$ cat config.mk
export PLATFORM = sky130hd
export DESIGN_NAME = ex_muldiv_unit
export DESIGN_NICKNAME = d
export VERILOG_FILES = /design/src/rtl/ex_muldiv_unit.sv
export SDC_FILE = /design/constraint.sdc
export NUM_CORES = 1
export LEC_CHECK = 0
export BUFFER_PORTS_ARGS = -buffer_cell sky130_fd_sc_hd__buf_2
export CAP_MARGIN = 0
export CORE_MARGIN = 3
export CORE_UTILIZATION = 50
export CTS_CLUSTER_SIZE = 28
export DETAILED_ROUTE_END_ITERATION = 10
export PLACE_DENSITY = 0.71
export SYNTH_ARGS = -nofsm -noshare
export SYNTH_HDL_FRONTEND = slang
export SYNTH_SLANG_ARGS = --single-unit
$ cat constraint.sdc
create_clock -name clk -period 4.3 [get_ports clk]
set_clock_uncertainty 0.2 [all_clocks]
set_input_delay 0.43 -clock clk [delete_from_list [all_inputs] [get_ports clk]]
set_output_delay 0.43 -clock clk [all_outputs]
set_load 0.02 [all_outputs]
$ cat src/rtl/ex_muldiv_unit.sv
// Iterative RV32M multiply/divide unit for the EX stage; stalls the pipeline through busy_wait.
// Define FAST_MUL_EN to compute multiplies with a single-cycle product instead of the shift-add loop.
module ex_muldiv_unit #(
  parameter int XLEN = 32
) (
  input  logic            clk,
  input  logic            reset,
  input  logic [4:0]      in_alu_op,
  input  logic [XLEN-1:0] in_data1,
  input  logic [XLEN-1:0] in_data2,
  input  logic            in_valid,
  output logic [XLEN-1:0] out_result,
  output logic            out_done,
  output logic            busy_wait
);

  typedef enum logic [1:0] {IDLE, RUN, FIX, DONE} state_t;

  state_t              state_q, state_d;
  logic [5:0]          cnt_q, cnt_d;
  logic [2*XLEN-1:0]   acc_q, acc_d;
  logic [XLEN-1:0]     b_q, b_d;
  logic [2:0]          op_q, op_d;
  logic                neg_q, neg_d;
  logic                rneg_q, rneg_d;
  logic [XLEN-1:0]     result_q, result_d;

  logic [2:0]          fn;
  logic                start, s1, s2, a_neg, b_neg, div0, ovf;
  logic [XLEN-1:0]     a_mag, b_mag;
  logic [XLEN:0]       mul_sum, div_shift, div_diff;
  logic [2*XLEN-1:0]   prod;
  logic [XLEN-1:0]     quo, rem;

  assign fn    = in_alu_op[2:0];
  assign start = in_valid & (in_alu_op[4:3] == 2'b01) & (state_q == IDLE) & ~reset;
  assign s1    = (fn == 3'b001) | (fn == 3'b010) | (fn == 3'b100) | (fn == 3'b110);
  assign s2    = (fn == 3'b001) | (fn == 3'b100) | (fn == 3'b110);
  assign a_neg = s1 & in_data1[XLEN-1];
  assign b_neg = s2 & in_data2[XLEN-1];
  assign a_mag = a_neg ? -in_data1 : in_data1;
  assign b_mag = b_neg ? -in_data2 : in_data2;
  assign div0  = fn[2] & (in_data2 == '0);
  assign ovf   = fn[2] & ~fn[0] & (in_data1 == {1'b1, {(XLEN-1){1'b0}}}) & (in_data2 == '1);

  assign busy_wait  = start | (state_q == RUN) | (state_q == FIX);
  assign out_done   = (state_q == DONE);
  assign out_result = result_q;

  // acc holds {partial product / remainder, multiplier / quotient}
  assign mul_sum   = {1'b0, acc_q[2*XLEN-1:XLEN]} + (acc_q[0] ? {1'b0, b_q} : {(XLEN+1){1'b0}});
  assign div_shift = acc_q[2*XLEN-1:XLEN-1];
  assign div_diff  = div_shift - {1'b0, b_q};

`ifdef FAST_MUL_EN
  logic [2*XLEN-1:0] wide_a, wide_b;
  assign wide_a = {{XLEN{neg_q & acc_q[XLEN-1]}}, acc_q[XLEN-1:0]};
  assign wide_b = {{XLEN{rneg_q & b_q[XLEN-1]}}, b_q};
  assign prod   = $signed(wide_a) * $signed(wide_b);
`else
  assign prod   = neg_q ? -acc_q : acc_q;
`endif
  assign quo = neg_q  ? -acc_q[XLEN-1:0]      : acc_q[XLEN-1:0];
  assign rem = rneg_q ? -acc_q[2*XLEN-1:XLEN] : acc_q[2*XLEN-1:XLEN];

  always_comb begin
    state_d  = state_q;
    cnt_d    = cnt_q;
    acc_d    = acc_q;
    b_d      = b_q;
    op_d     = op_q;
    neg_d    = neg_q;
    rneg_d   = rneg_q;
    result_d = result_q;
    case (state_q)
      IDLE: begin
        if (start) begin
          op_d  = fn;
          cnt_d = '0;
          if (div0) begin
            // Quotient all ones, remainder is the raw dividend.
            acc_d   = {in_data1, {XLEN{1'b1}}};
            neg_d   = 1'b0;
            rneg_d  = 1'b0;
            state_d = FIX;
          end else if (ovf) begin
            acc_d   = {{XLEN{1'b0}}, 1'b1, {(XLEN-1){1'b0}}};
            neg_d   = 1'b0;
            rneg_d  = 1'b0;
            state_d = FIX;
`ifdef FAST_MUL_EN
          end else if (!fn[2]) begin
            // Raw operands and their signedness feed the single-cycle product.
            acc_d   = {{XLEN{1'b0}}, in_data1};
            b_d     = in_data2;
            neg_d   = s1;
            rneg_d  = s2;
            state_d = FIX;
`endif
          end else begin
            acc_d   = {{XLEN{1'b0}}, a_mag};
            b_d     = b_mag;
            neg_d   = a_neg ^ b_neg;
            rneg_d  = a_neg;
            state_d = RUN;
          end
        end
      end
      RUN: begin
        if (op_q[2]) begin
          if (!div_diff[XLEN]) acc_d = {div_diff[XLEN-1:0], acc_q[XLEN-2:0], 1'b1};
          else                 acc_d = {div_shift[XLEN-1:0], acc_q[XLEN-2:0], 1'b0};
        end else begin
          acc_d = {mul_sum, acc_q[XLEN-1:1]};
        end
        cnt_d = cnt_q + 6'd1;
        if (cnt_q == 6'(XLEN-1)) state_d = FIX;
      end
      FIX: begin
        if (op_q[2])               result_d = op_q[1] ? rem : quo;
        else if (op_q[1:0] == 2'b00) result_d = prod[XLEN-1:0];
        else                       result_d = prod[2*XLEN-1:XLEN];
        state_d = DONE;
      end
      default: state_d = IDLE;
    endcase
  end

  always_ff @(posedge clk or posedge reset) begin
    if (reset) begin
      state_q  <= IDLE;
      cnt_q    <= '0;
      acc_q    <= '0;
      b_q      <= '0;
      op_q     <= '0;
      neg_q    <= 1'b0;
      rneg_q   <= 1'b0;
      result_q <= '0;
    end else begin
      state_q  <= state_d;
      cnt_q    <= cnt_d;
      acc_q    <= acc_d;
      b_q      <= b_d;
      op_q     <= op_d;
      neg_q    <= neg_d;
      rneg_q   <= rneg_d;
      result_q <= result_d;
    end
  end

endmodule

[Yosys cells after proc, flatten, opt, wreduce, memory -nomap -nowiden]
Index checks and enable logic that the tools add are counted.
Word-level totals
  flip-flop bits (word level): 141
  input port bits: 72
  output and inout bits: 34
  word-level logic and storage cells: 84
Cells by class
  bitwise gates (word level): 21
  equal/unequal tests: 13
  reduce and logical (&&, ||, !) cells: 8
  mux-type cells: 26
  $add $sub $neg: 8
Operators by type and width (count)
  64-bit two-way mux: 5
  32-bit two-way mux: 9
  32-bit negation: 4
  64-bit one-hot mux with 2 select lines: 1
  32-bit equality test, second input constant: 2
  64-bit negation: 1
  32-bit by 32-bit adder with 33-bit output: 1
  33-bit by 32-bit subtractor with 33-bit output: 1
  32-bit logical NOT: 1
  6-bit one-hot mux with 2 select lines: 1
  1-bit AND: 9
  2-bit two-way mux: 4
  1-bit bitwise OR: 7
  6-bit by 1-bit adder with 6-bit output, second input constant: 1
  3-bit equality test, second input constant: 2
  6-bit by 5-bit equality test with 1-bit output, second input constant: 1
  6-bit two-way mux: 1
  2-bit one-hot mux with 3 select lines: 1
  2-bit AND reduction: 3
  2-bit by 1-bit equality test with 1-bit output, second input constant: 2
  2-bit equality test, second input constant: 2
  2-bit logical NOT: 2
  1-bit two-way mux: 4
  1-bit inverter: 4
  other kinds (7): 7

[Longest topological paths before layout]
Gate-level depths: netlist of the first run.
  depth in word-level cells: 10
  depth in mapped cells: 16

[Worst setup path after synthesis of the first run]
No wires, ideal clock.
  path kind: register -> register
  from: register acc_q[32]
  to: register result_q[22] (netlist: out_result[22])
  path slack: 494 ps
  data required time: 3970 ps
  period minus slack after synthesis: 3806 ps
  arrival time: 3476 ps
  library setup time: 130 ps
  buffers on the path: 1
  cell stages (with the launch flop): 14
  cell sequence: dfrtp_1 > inv_1 > ha_1 > or3b_2 > or4_4 > buf_6 > or3_4 > or4_4 > or3_4 > nand2_1 > xor2_1 > a22oi_1 > o211ai_2 > o21ai_1
On the way
  longest elaborated chain between the ends: 4
  elaborated cells between the ends (all ways): 7
  those cells by class: add/sub: 2; mux: 5
RTL lines
  from (decl): RTL line 21  | logic [2*XLEN-1:0] acc_q, acc_d;
  from (signal assigned): RTL line 133  | acc_q <= '0;
  from (signal assigned): RTL line 142  | acc_q <= acc_d;
  64-bit negation / 32-bit negation (equally long branches): RTL line 61, 64
  64-bit two-way mux / 32-bit two-way mux (equally long branches): RTL line 61, 64
  32-bit two-way mux, on equally long branches: RTL line 121, 120
  32-bit two-way mux *: RTL line 120  | if (op_q[2]) result_d = op_q[1] ? rem : quo;
  to (signal assigned): RTL line 147  | result_q <= result_d;
  to (decl): RTL line 26  | logic [XLEN-1:0] result_q, result_d;
Mark *: on every way between the ends. The rest lies on a longest branch, timed or not.
A chain may end at the register's enable or synchronous reset.

[Worst setup path after layout of the first run]
  from: input in_data1[24]
  to: register acc_q[0]
On the way
  longest elaborated chain between the ends: 7
RTL lines
  from (decl): RTL line 9  | input logic [XLEN-1:0] in_data1,
  32-bit equality test: RTL line 44  | assign ovf = fn[2] & ~fn[0] & (in_data1 == {1'b1, {(XLEN-1){1'b0}}}) & (in_data2 == '1);
  1-bit AND (2 in series): RTL line 44
  32-bit two-way mux: RTL line 86  | end else if (ovf) begin
  64-bit two-way mux: RTL line 80  | if (div0) begin
  64-bit two-way mux: RTL line 77  | if (start) begin
  64-bit one-hot mux with 2 select lines: RTL line 75  | case (state_q)
No other way between the ends. The select of a mux whose other input is x is not followed.

==> flow_summary.yaml, run 1 <==
synthesis:
  ys_ff_latch: 141
  synth_cell_types: 78
  syn_inst: 1939
  syn_nets: 2088
  synthArstFlopShare_pct: 100
  yosys_most_used_dff: "dfrtp_1"
  ys_warn_count: 0
  synth-seq-area-share_pct: 24.2
  avgSynthCellArea_um2: 7.53
  synth_area_um2: 14600
  synth_edf_count: 0
timing:
  period_needed_ns: 4.14
  rsz0062_at_grt: "false"
  relSlewSlack_pct: 15.0
  fin_ws_ns: 0.157
  period_share_pct: 96.3
  whs_ns: -0.0249
  setup_viol: 0
  final-max-slew-violation-count: 0
  hold_viol_final: 35
  worst-slew-pin-transition_ns: 1.27
  fmax_mhz: 241
layout:
  fin_nets: 2151
  antennaDiodeCount: 0
  areaGrowthSynthToFinish_pct: 11.5
  drive_gt1_share_pct: 12.4
  final_cell_mix: "nand2_1, nor2_1, o21ai_0"
  final_common_cell: "nand2_1"
clock_network:
  postCtsSetupBuffers: 0
  insertion_delay_ns: 0.44
  cts_buffers: 17
  cts-resized-gates: 0
  postCtsHoldBufs: 0
  cts_tree: "done"
  cts_root_buffer: "clkbuf_16"
  cts.sinks: 141
  path_clk_slew_ns: 0.07
  max-clock-path-buffers: 2
  htree_levels: 4
power:
  p_int_mw: 2.29
  total_power_mw: 3.13
  peakVddDrop_mv: 0.234
  clkPwrFrac_pct: 50.4
  p_leak_nw: 7.56
  power_density_nw_per_um2: 192
  power_switching_mw: 0.842
  p_seq_share_pct: 42.3
  swShare_pct: 26.9
  p_comb_share_pct: 7.3
die:
  fp.dieH_um: 177
  die_area_um2: 31300
  fp.dieW_um: 177
  initial_core_util_pct: 51.7
  rows: 61
  io_pins: 106
  core_area_um2: 28200
routing:
  routed_wl_um: 51100
  drt_iter0_markers: 1613
  drcViolationCount: 0
  wl_per_cell_um: 21.3
  dr.pass1.iters: 5
  postRouteAntennaNets: 0
  vias: 15100
  viasPerCell: 6.33
job:
  max_cap_viol_count: 0
setup_path:
  critPathKind: "in2reg"
  r2r_end: "out_result[22]"
  crit_required_ns: 4.42
  r2r_setup_slack_ns: 0.29
  r2r_start: "acc_q[33]"
  critical_path.endpoint_type: "flip-flop"
  rr_worst_depth: 12
  critPathLaunchType: "primary input"
  worstPathMaxFanout: 7
  arrival_ns: 4.26
place:
  dpl_worst_slack_ns: -0.00948
  hpwl_um: 39200
  numPortBuffers: 105
  place_congestion: 0.961
global_routing:
  grt_pass1_wl_um: 80200
  grt_use_total_pct: 32.4
  antenna_found_initial: 0
  grt_pass1_vias: 14300
  grt_overflow: 0
  grt_max_degree: 96
outcome:
  outcome: "finished with violations"
  violations: "hold timing"
min_path:
  hold_path.class: "in2async"
[flip-flops by register name, indices dropped and copies added (netlist names)]
| signal | count |
|---|---|
| state_q | 2 |
| neg_q | 1 |
| op_q | 3 |
| b_q | 32 |
| out_result | 32 |
| cnt_q | 6 |
| rneg_q | 1 |
| acc_q | 64 |
[metrics by stage]
step | setup TNS, ns | util [%] | instances | hold WS, ns | instance area, um2
after floorplan | 0 | - | 1939 | 0.288 | 14600
after global placement | 0 | 55.5 | 2361 | 0.261 | 15700
after detailed placement | -0.00948 | 55.5 | 2361 | 0.272 | 15700
after CTS | 0 | 57.7 | 2392 | 0.000946 | 16300
after global routing | 0 | 57.7 | 2392 | 0.0409 | 16300
final | 0 | 57.7 | 2392 | -0.0249 | 16300
[critical path, cell delays in order]
cell and delay, ns:
buf_2 0.15, or4_1 0.56, or3_1 0.34, nor3_1 0.77
nand4_1 0.50, nor2_1 0.80, o21ai_0 0.30, a221oi_1 0.32
nor2_1 0.08
[kinds of logic (layout without fill, tap and decap cells)]
logic type,after synthesis,after routing,share of synthesized area [%]
buf+inv,211,286,5.59
mux,46,46,3.21
compound gates,630,630,27.7
fa+ha+maj,77,77,6.70
simple gates,633,633,20.5
flops,141,141,24.2
xor+xnor,201,201,12.1
[final cells by class]
type | instances | area [um2]
Inverter | 76 | 289
Tap cell | 378 | 473
Multi-Input combinational cell | 1587 | 10300
Fill cell | 2742 | 12000
Clock inverter | 14 | 176
Clock buffer | 17 | 425
Sequential cell | 141 | 3530
Timing Repair Buffer | 179 | 1110
[power groups by stage]
stage               logic, mW  registers [mW]  clock network, mW
floorplan               0.122            1.35                  0
detailed placement      0.227            1.35                  0
global placement        0.224            1.35                  0
global route            0.253            1.32               1.64
finish                  0.229            1.33               1.58
CTS                     0.228            1.33               1.58
[routing by layer]
layer	share of wire (%)	GRT usage (%)	vias to the layer above
met2	46	53.3	673
met3	7.1	4.12	113
met1	44	44.1	7189
met4	3.1	11.4	0
met5	0	0	-
li1	-	-	7166
[how the worst max path moves through the flow]
| stage | start | endpoint | slack (ns) | cells past startpoint |
|---|---|---|---|---|
| floorplan | acc_q[32] | out_result[22] | 0.49 | 13 |
| global placement | in_data1[24] | acc_q[0] | 0.01 | 9 |
| detailed placement | in_data1[24] | acc_q[0] | -0.009 | 9 |
| CTS | acc_q[33] | out_result[22] | 0.31 | 12 |
| global route | acc_q[0] | acc_q[56] | 0.005 | 15 |
| finish | in_data1[24] | acc_q[0] | 0.16 | 9 |
[Yosys cell counts (all sizes together), types with 30 or more instances]
| library cell | n | share of area (%) |
|---|---|---|
| nand2 | 228 | 5.9 |
| nor2 | 171 | 4.4 |
| o21ai | 162 | 5.6 |
| a21oi | 157 | 5.4 |
| dfrtp | 141 | 24 |
| clkbuf | 124 | 3.2 |
| xnor2 | 113 | 6.8 |
| xor2 | 88 | 5.3 |
| ha | 75 | 6.4 |
| inv | 75 | 1.9 |
| a21o | 40 | 2.1 |
| mux2i | 40 | 2.7 |
| nand3 | 37 | 1.3 |
| o31ai | 32 | 1.6 |
| nor3 | 30 | 1.1 |
| or3 | 30 | 1.4 |
Power figures use the tool's default switching activity.
==> run 2, diff against run 1 <==
==> constraint.sdc (replaced) <==
create_clock -name clk -period 4.3 [get_ports clk]
set_clock_uncertainty 0.2 [all_clocks]
set_input_delay 0.215 -clock clk [delete_from_list [all_inputs] [get_ports clk]]
set_output_delay 0.215 -clock clk [all_outputs]
set_load 0.02 [all_outputs]
==> flow_summary.yaml, run 2 (synthesized netlist as in run 1, its figures left out) <==
setup_path:
  worstPathMaxFanout: 9
  critical_path.endpoint_type: "flip-flop"
  crit_chain: "inv_1, ha_1, or3b_2, or4_4, or3_4, or4_4, or3_4, nand2_1, xor2_1, a22oi_1, o211ai_2, o21ai_1"
  critPathLaunchType: "flip-flop"
  critPathSlowestCell: "or4_4"
  cpPeakStageDelay_ns: 0.57
  critPathKind: "reg2reg"
  crit_required_ns: 4.44
  arrival_ns: 4.20
clock_network:
  cts_tree: "done"
  htree_levels: 4
  cts_root_buffer: "clkbuf_16"
  cts.sinks: 141
  cts-resized-gates: 0
  max-clock-path-buffers: 2
  path_clk_slew_ns: 0.08
  insertion_delay_ns: 0.45
  cts_buffers: 17
  postCtsSetupBuffers: 0
  postCtsHoldBufs: 45
layout:
  final_cell_mix: "nand2_1, nor2_1, o21ai_0"
  antennaDiodeCount: 0
  fin_nets: 2200
  top_register: "acc_q"
  instances_no_fill: 2442
  largest_reg_flops: 64
  drive_gt1_share_pct: 12.3
  final_common_cell: "nand2_1"
  areaGrowthSynthToFinish_pct: 14.5
timing:
  period_needed_ns: 4.07
  relSlewSlack_pct: 34.2
  final-max-slew-violation-count: 0
  setup_viol: 0
  worst-slew-pin-transition_ns: 0.984
  rsz0062_at_grt: "false"
  fin_setup_tns_ns: 0
  fmax_mhz: 246
  hold_viol_final: 0
  period_share_pct: 94.6
power:
  peakVddDrop_mv: 0.198
  power_switching_mw: 0.854
  p_seq_share_pct: 42.4
  swShare_pct: 27.3
  p_leak_nw: 7.76
  clkPwrFrac_pct: 49.2
  p_comb_share_pct: 8.4
  p_int_mw: 2.27
  power_density_nw_per_um2: 187
routing:
  drcViolationCount: 0
  wl_per_cell_um: 21.3
  dr.pass1.iters: 6
  vias: 15600
  postRouteAntennaNets: 0
  drt_iter0_markers: 1463
  viasPerCell: 6.38
  routed_wl_um: 51900
global_routing:
  grt_overflow: 0
  grt_max_degree: 64
  grt_use_total_pct: 32.6
  grt_pass1_vias: 14600
  grt_pass1_wl_um: 81000
  antenna_found_initial: 0
place:
  placed_cells: 2365
  place_congestion: 0.982
  hpwl_um: 39200
  numPortBuffers: 105
die:
  fp.dieW_um: 177
  io_pins: 106
  die_area_um2: 31300
  rows: 61
  fp.dieH_um: 177
  initial_core_util_pct: 51.7
  core_area_um2: 28200
outcome:
  outcome: "complete, no violations"
min_path:
  hold_path.class: "in2reg"
job:
  max_cap_viol_count: 0
[run 2: final timing paths]
kind	start	to	slack (ns)	cells after the start
max	acc_q[33]	out_result[22]	0.23	12
min	in_data1[22]	acc_q[22]	0.02	4
max reg2reg	acc_q[33]	out_result[22]	0.23	12
min reg2reg	out_result[5]	out_result[5]	0.31	2
max in group asynchronous	reset	out_result[21]	2.66	4
min in group asynchronous	reset	acc_q[34]	0.23	3
[run 2: cell type report]
type,count,area [um2]
fillers,2655,11500
multi-input cells,1587,10300
flip-flops and latches,141,3530
repair buffers,228,1560
well taps,378,473
clock buffers,18,439
inverters,76,290
clock inverters,14,146
[run 2: through the flow]
step	utilization [%]	hold WS (ns)	power, mW	instance area [um2]	setup WS (ns)
floorplan	-	0.120	1.47	14600	0.104
global placement	55.5	0.156	1.58	15700	0.273
detailed placement	55.5	0.161	1.58	15700	0.240
CTS	59.2	0.0156	3.12	16700	0.243
global route	59.2	0.0548	3.20	16700	0.0822
finish	59.2	0.0245	3.12	16700	0.231
[run 2: worst max-delay path, delay by kind of cell (launching register included)]
family,cells,cell delay (ns)
adders and majority gates,1,0.22
xor gates and xnor gates,1,0.16
and+or+nand+nor,6,2.45
DFF,1,0.47
AOI/OAI and AO/OA,3,0.29
buffers and inverters,1,0.18
[run 2: per-layer routing]
| metal | track usage (%) | routed length, um |
|---|---|---|
| met1 | 43.6 | 22100 |
| met2 | 52.8 | 23600 |
| met3 | 5.06 | 4420 |
| met4 | 13.5 | 1860 |
| met5 | 0 | 0 |
[run 2: power groups by stage]
stage,registers (mW),logic [mW],clock network [mW]
after global routing,1.33,0.286,1.59
after detailed placement,1.35,0.227,0
final,1.33,0.263,1.54
after CTS,1.33,0.258,1.54
after floorplan,1.35,0.122,0
after global placement,1.35,0.224,0
